### config.mk
export PLATFORM = sky130hd
export DESIGN_NAME = legv8_multicycle_ctrl
export DESIGN_NICKNAME = d
export VERILOG_FILES = /design/src/rtl/legv8_ctrl_pkg.sv /design/src/rtl/legv8_opcode_decode.sv /design/src/rtl/legv8_multicycle_ctrl.sv
export SDC_FILE = /design/constraint.sdc
export NUM_CORES = 1
export LEC_CHECK = 0
export ABC_AREA = 1
export ABC_CLOCK_PERIOD_IN_PS = 1800
export CORE_UTILIZATION = 50
export CTS_CLUSTER_SIZE = 14
export DETAILED_ROUTE_END_ITERATION = 8
export PLACE_DENSITY = 0.77
export SLEW_MARGIN = 20
export SYNTH_ARGS = -nofsm -noshare
export SYNTH_HDL_FRONTEND = slang
export SYNTH_SLANG_ARGS = --single-unit
### constraint.sdc
create_clock -name clk -period 1.8 [get_ports clk]
set_clock_uncertainty 0.05 [all_clocks]
set_input_delay 0.54 -clock clk [delete_from_list [all_inputs] [get_ports clk]]
set_output_delay 0.54 -clock clk [all_outputs]
set_load 0.01 [all_outputs]
### src/rtl/legv8_ctrl_pkg.sv
// rtl/legv8_ctrl_pkg.sv - shared encodings for the LEGv8 multi-cycle controller
package legv8_ctrl_pkg;

   typedef enum logic [3:0] {
      S_FETCH  = 4'd0,
      S_DECODE = 4'd1,
      S_EXEC_R = 4'd2,
      S_ADDR   = 4'd3,
      S_MEM_RD = 4'd4,
      S_MEM_WR = 4'd5,
      S_WB_R   = 4'd6,
      S_WB_LD  = 4'd7,
      S_BRANCH = 4'd8,
      S_HALT   = 4'd9
   } state_t;

   localparam logic [10:0] OP_ADD  = 11'b10001011000;
   localparam logic [10:0] OP_SUB  = 11'b11001011000;
   localparam logic [10:0] OP_AND  = 11'b10001010000;
   localparam logic [10:0] OP_ORR  = 11'b10101010000;
   localparam logic [10:0] OP_LDUR = 11'b11111000010;
   localparam logic [10:0] OP_STUR = 11'b11111000000;
   localparam logic [10:0] OP_CBZ  = 11'b10110100000;

   // CBZ carries part of its immediate in opcode[2:0], so only the prefix is matched
   localparam logic [7:0] OP_CBZ_PFX = 8'b10110100;

   localparam logic [1:0] ALUOP_DTYPE = 2'b00;
   localparam logic [1:0] ALUOP_CBZ   = 2'b01;
   localparam logic [1:0] ALUOP_RTYPE = 2'b10;

   localparam logic [1:0] SRCB_REG  = 2'b00;
   localparam logic [1:0] SRCB_FOUR = 2'b01;
   localparam logic [1:0] SRCB_OFFS = 2'b10;
   localparam logic [1:0] SRCB_BR   = 2'b11;

endpackage

### src/rtl/legv8_opcode_decode.sv
// rtl/legv8_opcode_decode.sv - classifies an 11-bit LEGv8 opcode into instruction groups
module legv8_opcode_decode
   import legv8_ctrl_pkg::*;
(
   input  logic [10:0] opcode_i,
   output logic        is_r_o,
   output logic        is_ld_o,
   output logic        is_st_o,
   output logic        is_cbz_o,
   output logic        illegal_o
);

   always_comb begin
      is_r_o    = (opcode_i == OP_ADD) || (opcode_i == OP_SUB) ||
                  (opcode_i == OP_AND) || (opcode_i == OP_ORR);
      is_ld_o   = (opcode_i == OP_LDUR);
      is_st_o   = (opcode_i == OP_STUR);
      is_cbz_o  = (opcode_i[10:3] == OP_CBZ_PFX);
      illegal_o = !(is_r_o || is_ld_o || is_st_o || is_cbz_o);
   end

endmodule

### src/rtl/legv8_multicycle_ctrl.sv
// rtl/legv8_multicycle_ctrl.sv - multi-cycle control FSM for the LEGv8 subset datapath
module legv8_multicycle_ctrl
   import legv8_ctrl_pkg::*;
#(
   parameter int MEM_TIMEOUT = 15
) (
   input  logic        clk,
   input  logic        reset,
   input  logic [10:0] opcode,
   input  logic        zero,
   input  logic        mem_ready,
   output logic        pc_write,
   output logic        pc_src,
   output logic        ir_write,
   output logic        mem_req,
   output logic        mem_we,
   output logic        i_or_d,
   output logic        reg_write,
   output logic        mem_to_reg,
   output logic        reg2loc,
   output logic [1:0]  alu_src_b,
   output logic [1:0]  alu_op,
   output logic        illegal,
   output logic        mem_err,
   output logic [3:0]  state_o
);

   localparam int WAIT_W = 16;

   state_t            state_q, state_d;
   logic [WAIT_W-1:0] wait_q, wait_d;
   logic              illegal_q, illegal_d;
   logic              mem_err_q, mem_err_d;
   logic              is_r, is_ld, is_st, is_cbz, is_bad;
   logic              mem_wait;
   logic              timeout;

   legv8_opcode_decode u_decode (
      .opcode_i  (opcode),
      .is_r_o    (is_r),
      .is_ld_o   (is_ld),
      .is_st_o   (is_st),
      .is_cbz_o  (is_cbz),
      .illegal_o (is_bad)
   );

   assign mem_wait = ((state_q == S_FETCH) || (state_q == S_MEM_RD) ||
                      (state_q == S_MEM_WR)) && !mem_ready;
   // wait_q counts cycles already spent waiting, so the limit hits after MEM_TIMEOUT stalls
   assign timeout  = mem_wait && (MEM_TIMEOUT != 0) &&
                     (wait_q == WAIT_W'(MEM_TIMEOUT - 1));

   always_ff @(posedge clk) begin
      if (reset) begin
         state_q   <= S_FETCH;
         wait_q    <= '0;
         illegal_q <= 1'b0;
         mem_err_q <= 1'b0;
      end else begin
         state_q   <= state_d;
         wait_q    <= wait_d;
         illegal_q <= illegal_d;
         mem_err_q <= mem_err_d;
      end
   end

   always_comb begin
      state_d   = state_q;
      illegal_d = illegal_q;
      mem_err_d = mem_err_q;
      case (state_q)
         S_FETCH:  if (mem_ready) state_d = S_DECODE;
         S_DECODE: begin
            if (is_r)               state_d = S_EXEC_R;
            else if (is_ld || is_st) state_d = S_ADDR;
            else if (is_cbz)        state_d = S_BRANCH;
            else begin
               state_d   = S_HALT;
               illegal_d = 1'b1;
            end
         end
         S_EXEC_R: state_d = S_WB_R;
         S_WB_R:   state_d = S_FETCH;
         S_ADDR:   state_d = opcode[1] ? S_MEM_RD : S_MEM_WR;
         S_MEM_RD: if (mem_ready) state_d = S_WB_LD;
         S_WB_LD:  state_d = S_FETCH;
         S_MEM_WR: if (mem_ready) state_d = S_FETCH;
         S_BRANCH: state_d = S_FETCH;
         S_HALT:   state_d = S_HALT;
         default:  state_d = S_FETCH;
      endcase
      if (timeout) begin
         state_d   = S_HALT;
         mem_err_d = 1'b1;
      end
      if (state_d != state_q)
         wait_d = '0;
      else if (mem_wait && (wait_q != '1))
         wait_d = wait_q + 1'b1;
      else
         wait_d = wait_q;
   end

   // Moore decode except the FETCH write pulse (gated by mem_ready) and BRANCH pc_write
   always_comb begin
      pc_write   = 1'b0;
      pc_src     = 1'b0;
      ir_write   = 1'b0;
      mem_req    = 1'b0;
      mem_we     = 1'b0;
      i_or_d     = 1'b0;
      reg_write  = 1'b0;
      mem_to_reg = 1'b0;
      reg2loc    = 1'b0;
      alu_src_b  = SRCB_REG;
      alu_op     = ALUOP_DTYPE;
      case (state_q)
         S_FETCH: begin
            mem_req   = 1'b1;
            alu_src_b = SRCB_FOUR;
            ir_write  = mem_ready;
            pc_write  = mem_ready;
         end
         S_DECODE: begin
            alu_src_b = SRCB_BR;
            reg2loc   = is_st || is_cbz;
         end
         S_EXEC_R: alu_op = ALUOP_RTYPE;
         S_WB_R:   reg_write = 1'b1;
         S_ADDR:   alu_src_b = SRCB_OFFS;
         S_MEM_RD: begin
            mem_req = 1'b1;
            i_or_d  = 1'b1;
         end
         S_WB_LD: begin
            reg_write  = 1'b1;
            mem_to_reg = 1'b1;
         end
         S_MEM_WR: begin
            mem_req = 1'b1;
            mem_we  = 1'b1;
            i_or_d  = 1'b1;
            reg2loc = 1'b1;
         end
         S_BRANCH: begin
            alu_op   = ALUOP_CBZ;
            reg2loc  = 1'b1;
            pc_src   = 1'b1;
            pc_write = zero;
         end
         default: ;
      endcase
   end

   assign illegal = illegal_q;
   assign mem_err = mem_err_q;
   assign state_o = state_q;

endmodule

==> qor.yml, run 1 <==
synthesis:
  synth_nets: 295
  synth-async-reset-ratio: 0
  synthCells: 278
  yosysUniqueCellTypes: 34
  synthesis.area_mm2: 0.001777
  ys.flop_type: "dfxtp_1"
  ys_ff_latch: 22
  postSynthAreaPerCell_um2: 6.391
  yosys_warnings: 0
  synth_seq_area_share: 0.2479
  synth-edff-count: 0
die:
  die_w_um: 61.61
  ioPinCount: 34
  die_height_um: 61.61
  die_area_mm2: 0.003796
  num_rows: 21
  start_util: 0.5283
  core_area_mm2: 0.003363
layout:
  insertedDiodeCount: 0
  multi_input_area_mm2: 0.001368
  n_fill_cell: 118
  areaGrowthSynthToFinish_pct: 72.32
  drive_above_1_share: 0.4895
  final-seq-area_um2: 455.4
  fin_nets: 400
  fin_area_mm2: 0.003062
  fin_util: 0.9103
route:
  wl_per_cell_um: 21.00
  drt_iter0_drc: 408
  top_layer: "met4"
  wl_met1_mm: 2.969
  viasPerCell: 6.058
  wirelength_mm: 8.988
  dr.pass1.iters: 6
  dr_wl_met3_mm: 1.197
  drtAntennaViolNets: 0
  drc: 0
  dr_wl_met2_mm: 4.095
  vias: 2593
power_and_ir_drop:
  internal_power_w: 0.001080
  leakagePower_nw: 1.381
  seqPwrFrac: 0.310
  comb_power_share: 0.453
  sw_frac_of_total: 0.3451
  p_sw_w: 0.0005692
  ir_drop_mv: 0.4575
  p_per_area_mw_per_mm2: 538.7
  p_clk_frac: 0.237
global_route:
  grt-ovfl-total: 0
  grt_max_degree: 14
  grt_pass1_wl_mm: 8.569
  grt_pass1_vias: 2015
  grtUsageTotal: 0.3084
  antenna_found_initial: 0
clocking:
  clkTransAtPathRegs_ps: 130
  htreeDepth: 1
  cts_buffer_depth: 2
  clock-root-buffer: "clkbuf_4"
  ctsHoldBuffers: 0
  numClockSinks: 22
  cts_buffers: 3
  clock_latency_ps: 330
  cts_tree: "built"
place:
  numPortBuffers: 33
  pre_cts_slack_ps: -946.6
  placed_area_mm2: 0.002510
  gp_congestion: 0.8454
  dp_hpwl_mm: 3.618
timing:
  worst_slew_margin_rel: 0.7491
  post-route-worst-setup-slack_ps: -360.3
  fin_hold_ws_ps: 456.8
  hold_violations: 0
  worstMarginPinSlew_ps: 375.8
  period_needed_ps: 2160
  rsz0062_at_grt: "yes"
  period_share: 1.200
  setup_viol: 30
  fmax_mhz: 462.9
  drv_slew: 0
worst_hold_path:
  min_from: "mem_err$_SDFFE_PP0P_"
  hold_path_class: "flip-flop to flip-flop"
worst_setup_path:
  worstSetupPathType: "flip-flop to flip-flop"
  critical_path.max_fanout: 7
  critical_path_required_ps: 1970
  cp-end-kind: "flip-flop"
  critPathLaunchType: "flip-flop"
  crit_path_start: "wait_q[10]$_SDFFE_PP0P_"
  worst-endpoint-arrival_ps: 2330
  timing.rr.start: "wait_q[10]$_SDFFE_PP0P_"
run_status:
  violations: "setup timing"
  status: "finished with violations"
run:
  drv_cap: 0
power by group through the flow:
stage                     logic [W]  clock network [W]  registers [W]
after floorplan            0.000221                  0       0.000525
after global placement     0.000461                  0       0.000519
after detailed placement   0.000468                  0       0.000518
after CTS                  0.000585           0.000388       0.000507
after global routing       0.000773           0.000413       0.000513
final                      0.000747           0.000391       0.000512
area by class of cell:
cell class,instances,area share
inverters,48,0.06457
flip-flops and latches,22,0.1488
well taps,46,0.01880
clock buffers,3,0.007356
repair buffers,106,0.3040
clock inverters,1,0.009808
multi-input cells,202,0.4467
cells in the final DEF (no fill, tap or decap), types with 4 or more instances in the layout:
| cell | netlist | routed |
|---|---|---|
| nand3_1 | 14 | 8 |
| buf_2 | 2 | 9 |
| nor2_1 | 51 | 31 |
| nor2_2 | 7 | 17 |
| dlygate4sd2_1 | 0 | 8 |
| xor2_1 | 9 | 9 |
| nand2_2 | 4 | 9 |
| a21oi_1 | 6 | 4 |
| nand3_2 | 3 | 7 |
| nor3_1 | 8 | 7 |
| nand4_1 | 8 | 8 |
| buf_4 | 1 | 52 |
| inv_2 | 6 | 7 |
| buf_6 | 1 | 26 |
| nor2_4 | 12 | 22 |
| nand2_1 | 57 | 47 |
| inv_1 | 41 | 36 |
| o21ai_0 | 8 | 6 |
| nand2_4 | 2 | 6 |
| dfxtp_4 | 0 | 4 |
| dfxtp_1 | 22 | 18 |
worst paths after layout:
| kind | to | slack, ps | cells after the start |
|---|---|---|---|
| worst max register to register | wait_q[12]$_SDFFE_PP0P_ | -360 | 11 |
| worst min-delay path | mem_err$_SDFFE_PP0P_ | 460 | 2 |
| worst min register to register | mem_err$_SDFFE_PP0P_ | 460 | 2 |
| worst max-delay path | wait_q[12]$_SDFFE_PP0P_ | -360 | 11 |
logic make-up (layout without fill, tap and decap cells):
group / after synthesis / count (layout) / synth area share
xor+xnor: 10 / 10 / 0.04930
flops: 22 / 22 / 0.2479
mux: 1 / 1 / 0.005634
buf+inv: 54 / 158 / 0.1324
simple gates: 172 / 172 / 0.4986
fa+ha+maj: 2 / 2 / 0.01408
compound gates: 17 / 17 / 0.05212
registers in the layout (all words and copies together), names as in the netlist:
name and cells:
illegal 1, mem_err 1, state_o 4, wait_q 16
synthesized netlist by cell type, types with 2 or more instances:
cell,instances,share of area
inv_1,41,0.087
nand3_2,3,0.017
xor2_1,9,0.044
dfxtp_1,22,0.25
nor2_1,51,0.11
ha_1,2,0.014
nand2_4,2,0.013
buf_2,2,0.0056
nand2_1,57,0.12
nor2_4,12,0.076
nand3_1,14,0.039
nand2_2,4,0.014
o21ai_0,8,0.023
nor3_1,8,0.023
nor2_2,7,0.025
inv_2,6,0.013
nand4_1,8,0.028
a21oi_1,6,0.017
worst max-delay path, stage by stage, from the launching register on:
cell	delay (ps)
dfxtp_1	430
nor2_1	220
nand3_1	180
nor2_2	210
nand2_1	110
nor2_1	160
nor2_1	90
nor2_2	160
a21oi_4	70
nand3_4	160
buf_16	160
nor2_4	30
metrics by stage:
| stage | TNS (ps) | total power [W] | instances |
|---|---|---|---|
| after floorplan | 0 | 0.0007461 | 278 |
| after global placement | -13480 | 0.0009798 | 400 |
| after detailed placement | -14590 | 0.0009864 | 400 |
| after CTS | -2870 | 0.001480 | 421 |
| after global routing | -13790 | 0.001699 | 428 |
| final | -7772 | 0.001649 | 428 |
per-layer routing:
metal,global-route usage,up-vias
li1,-,1071
met1,0.3316,1145
met2,0.6068,289
met3,0.05672,88
met4,0.08254,0
met5,0,-
timing repair:
item                                    in CTS  in global routing
gates cloned                                 1                  0
endpoints found under the setup margin      37                 29
buffers inserted                            18                  8
pin swaps                                   31                 12
resized for setup                          143                 60
(Power assumes the default switching activity.)
==> run 2: changes to the inputs <==
--- a/config.mk
+++ b/config.mk
@@ -10,6 +10,7 @@
 export CORE_UTILIZATION = 50
 export CTS_CLUSTER_SIZE = 14
 export DETAILED_ROUTE_END_ITERATION = 8
+export MAX_ROUTING_LAYER = met4
 export PLACE_DENSITY = 0.77
 export SLEW_MARGIN = 20
 export SYNTH_ARGS = -nofsm -noshare
==> qor.yml, run 2 (synthesis gave the netlist of run 1 again) <==
place:
  placed_area_mm2: 0.002510
  pre_cts_slack_ps: -946.6
  dp_hpwl_mm: 3.618
  gp_congestion: 0.8586
  numPortBuffers: 33
timing:
  period_share: 1.201
  fin_hold_ws_ps: 458.2
  setup_viol: 31
  hold_violations: 0
  period_needed_ps: 2162
  rsz0062_at_grt: "yes"
  post-route-worst-setup-slack_ps: -362.2
  worst_slew_margin_rel: 0.7458
  worstMarginPinSlew_ps: 380.8
  drv_slew: 0
  fmax_mhz: 462.5
worst_hold_path:
  hold_path_class: "flip-flop to flip-flop"
global_route:
  grt_pass1_wl_mm: 8.569
  grtUsageTotal: 0.3181
  grt-ovfl-total: 0
  antenna_found_initial: 0
  grt_max_degree: 14
  grt_pass1_vias: 2015
layout:
  final_common_cell: "buf_4"
  largest-register: "wait_q"
  largest_register_ff_count: 16
  layout_common_cells: "buf_4 (52), nand2_1 (47), inv_1 (36), nor2_1 (31), buf_6 (26)"
  final-seq-area_um2: 455.4
  fin_nets: 400
  n_fill_cell: 118
  drive_above_1_share: 0.4895
  areaGrowthSynthToFinish_pct: 72.32
  fin_util: 0.9103
  insertedDiodeCount: 0
  multi_input_area_mm2: 0.001368
  fin_area_mm2: 0.003062
die:
  num_rows: 21
  start_util: 0.5283
  ioPinCount: 34
  die_area_mm2: 0.003796
  die_w_um: 61.61
  core_area_mm2: 0.003363
  die_height_um: 61.61
worst_setup_path:
  critPathLaunchType: "input pin"
  critical_path.max_fanout: 6
  worstSetupPathType: "input pin to flip-flop"
  worst-endpoint-arrival_ps: 2390
  cp-end-kind: "flip-flop"
  critical_path_required_ps: 2030
run_status:
  status: "finished with violations"
  violations: "setup timing"
route:
  wirelength_mm: 9.106
  viasPerCell: 6.098
  drt_iter0_drc: 376
  drtAntennaViolNets: 0
  drc: 0
  vias: 2610
  wl_per_cell_um: 21.28
  dr.pass1.iters: 6
power_and_ir_drop:
  power_w: 0.001658
  p_per_area_mw_per_mm2: 541.5
  ir_drop_mv: 0.4648
  leakagePower_nw: 1.381
clocking:
  cts_buffers: 3
  htreeDepth: 1
  numClockSinks: 22
  ctsHoldBuffers: 0
  cts_buffer_depth: 2
  clock_latency_ps: 330
  cts_tree: "built"
  clkTransAtPathRegs_ps: 140
  clock-root-buffer: "clkbuf_4"
run:
  drv_cap: 0
==> run 2: layer usage <==
layer	global-route usage	routed length (um)	vias up
met2	0.6068	4062	271
li1	-	-	1061
met4	0.08254	785	0
met1	0.3316	3129	1178
met5	-	0	-
met3	0.05672	1128	100
==> run 2: layout make-up <==
cell class                      instances  share of cell area
Tap cell                               46             0.01880
Clock inverter                          1            0.009808
Clock buffer                            3            0.007356
Timing Repair Buffer                  106              0.3040
Sequential cell                        22              0.1488
Inverter                               48             0.06457
Multi-Input combinational cell        202              0.4467
==> run 2: power by group <==
part	leakage, nW	switching [W]	internal (W)	total, W
Sequential	0.181	0.0000169	0.000496	0.000513
Clock	0.0279	0.000171	0.000226	0.000396
Combinational	1.17	0.000390	0.000359	0.000749
Total	1.38	0.000578	0.00108	0.00166
==> run 2: timing repair <==
item,in CTS,in global routing
resized for setup,143,60
setup buffers,18,8
pin swaps,31,12
gates cloned,1,0
endpoints found under the setup margin,37,29
==> run 2: through the flow <==
step,setup TNS [ps],cells
after floorplan,0,278
after global placement,-13480,400
after detailed placement,-14590,400
after CTS,-2870,421
after global routing,-12500,428
final,-7905,428
==> run 2: critical path, cell delays in order <==
cell,delay [ps]
dlygate4sd2_1,290
buf_4,170
nor2_1,150
nand3_1,100
nand2_1,110
nand2_2,100
nand3_2,120
nand3_2,110
a21oi_4,240
nand3_4,170
buf_12,190
nor2_4,100
==> run 2: path summary, 6_finish.rpt <==
path	to	slack, ps	from	cells after the start
setup reg to reg	wait_q[15]$_SDFFE_PP0P_	-350	state_o[3]$_SDFF_PP0_	14
setup / recovery	wait_q[15]$_SDFFE_PP0P_	-360	opcode[2]	12
hold / removal	mem_err$_SDFFE_PP0P_	460	mem_err$_SDFFE_PP0P_	2
hold reg to reg	mem_err$_SDFFE_PP0P_	460	mem_err$_SDFFE_PP0P_	2
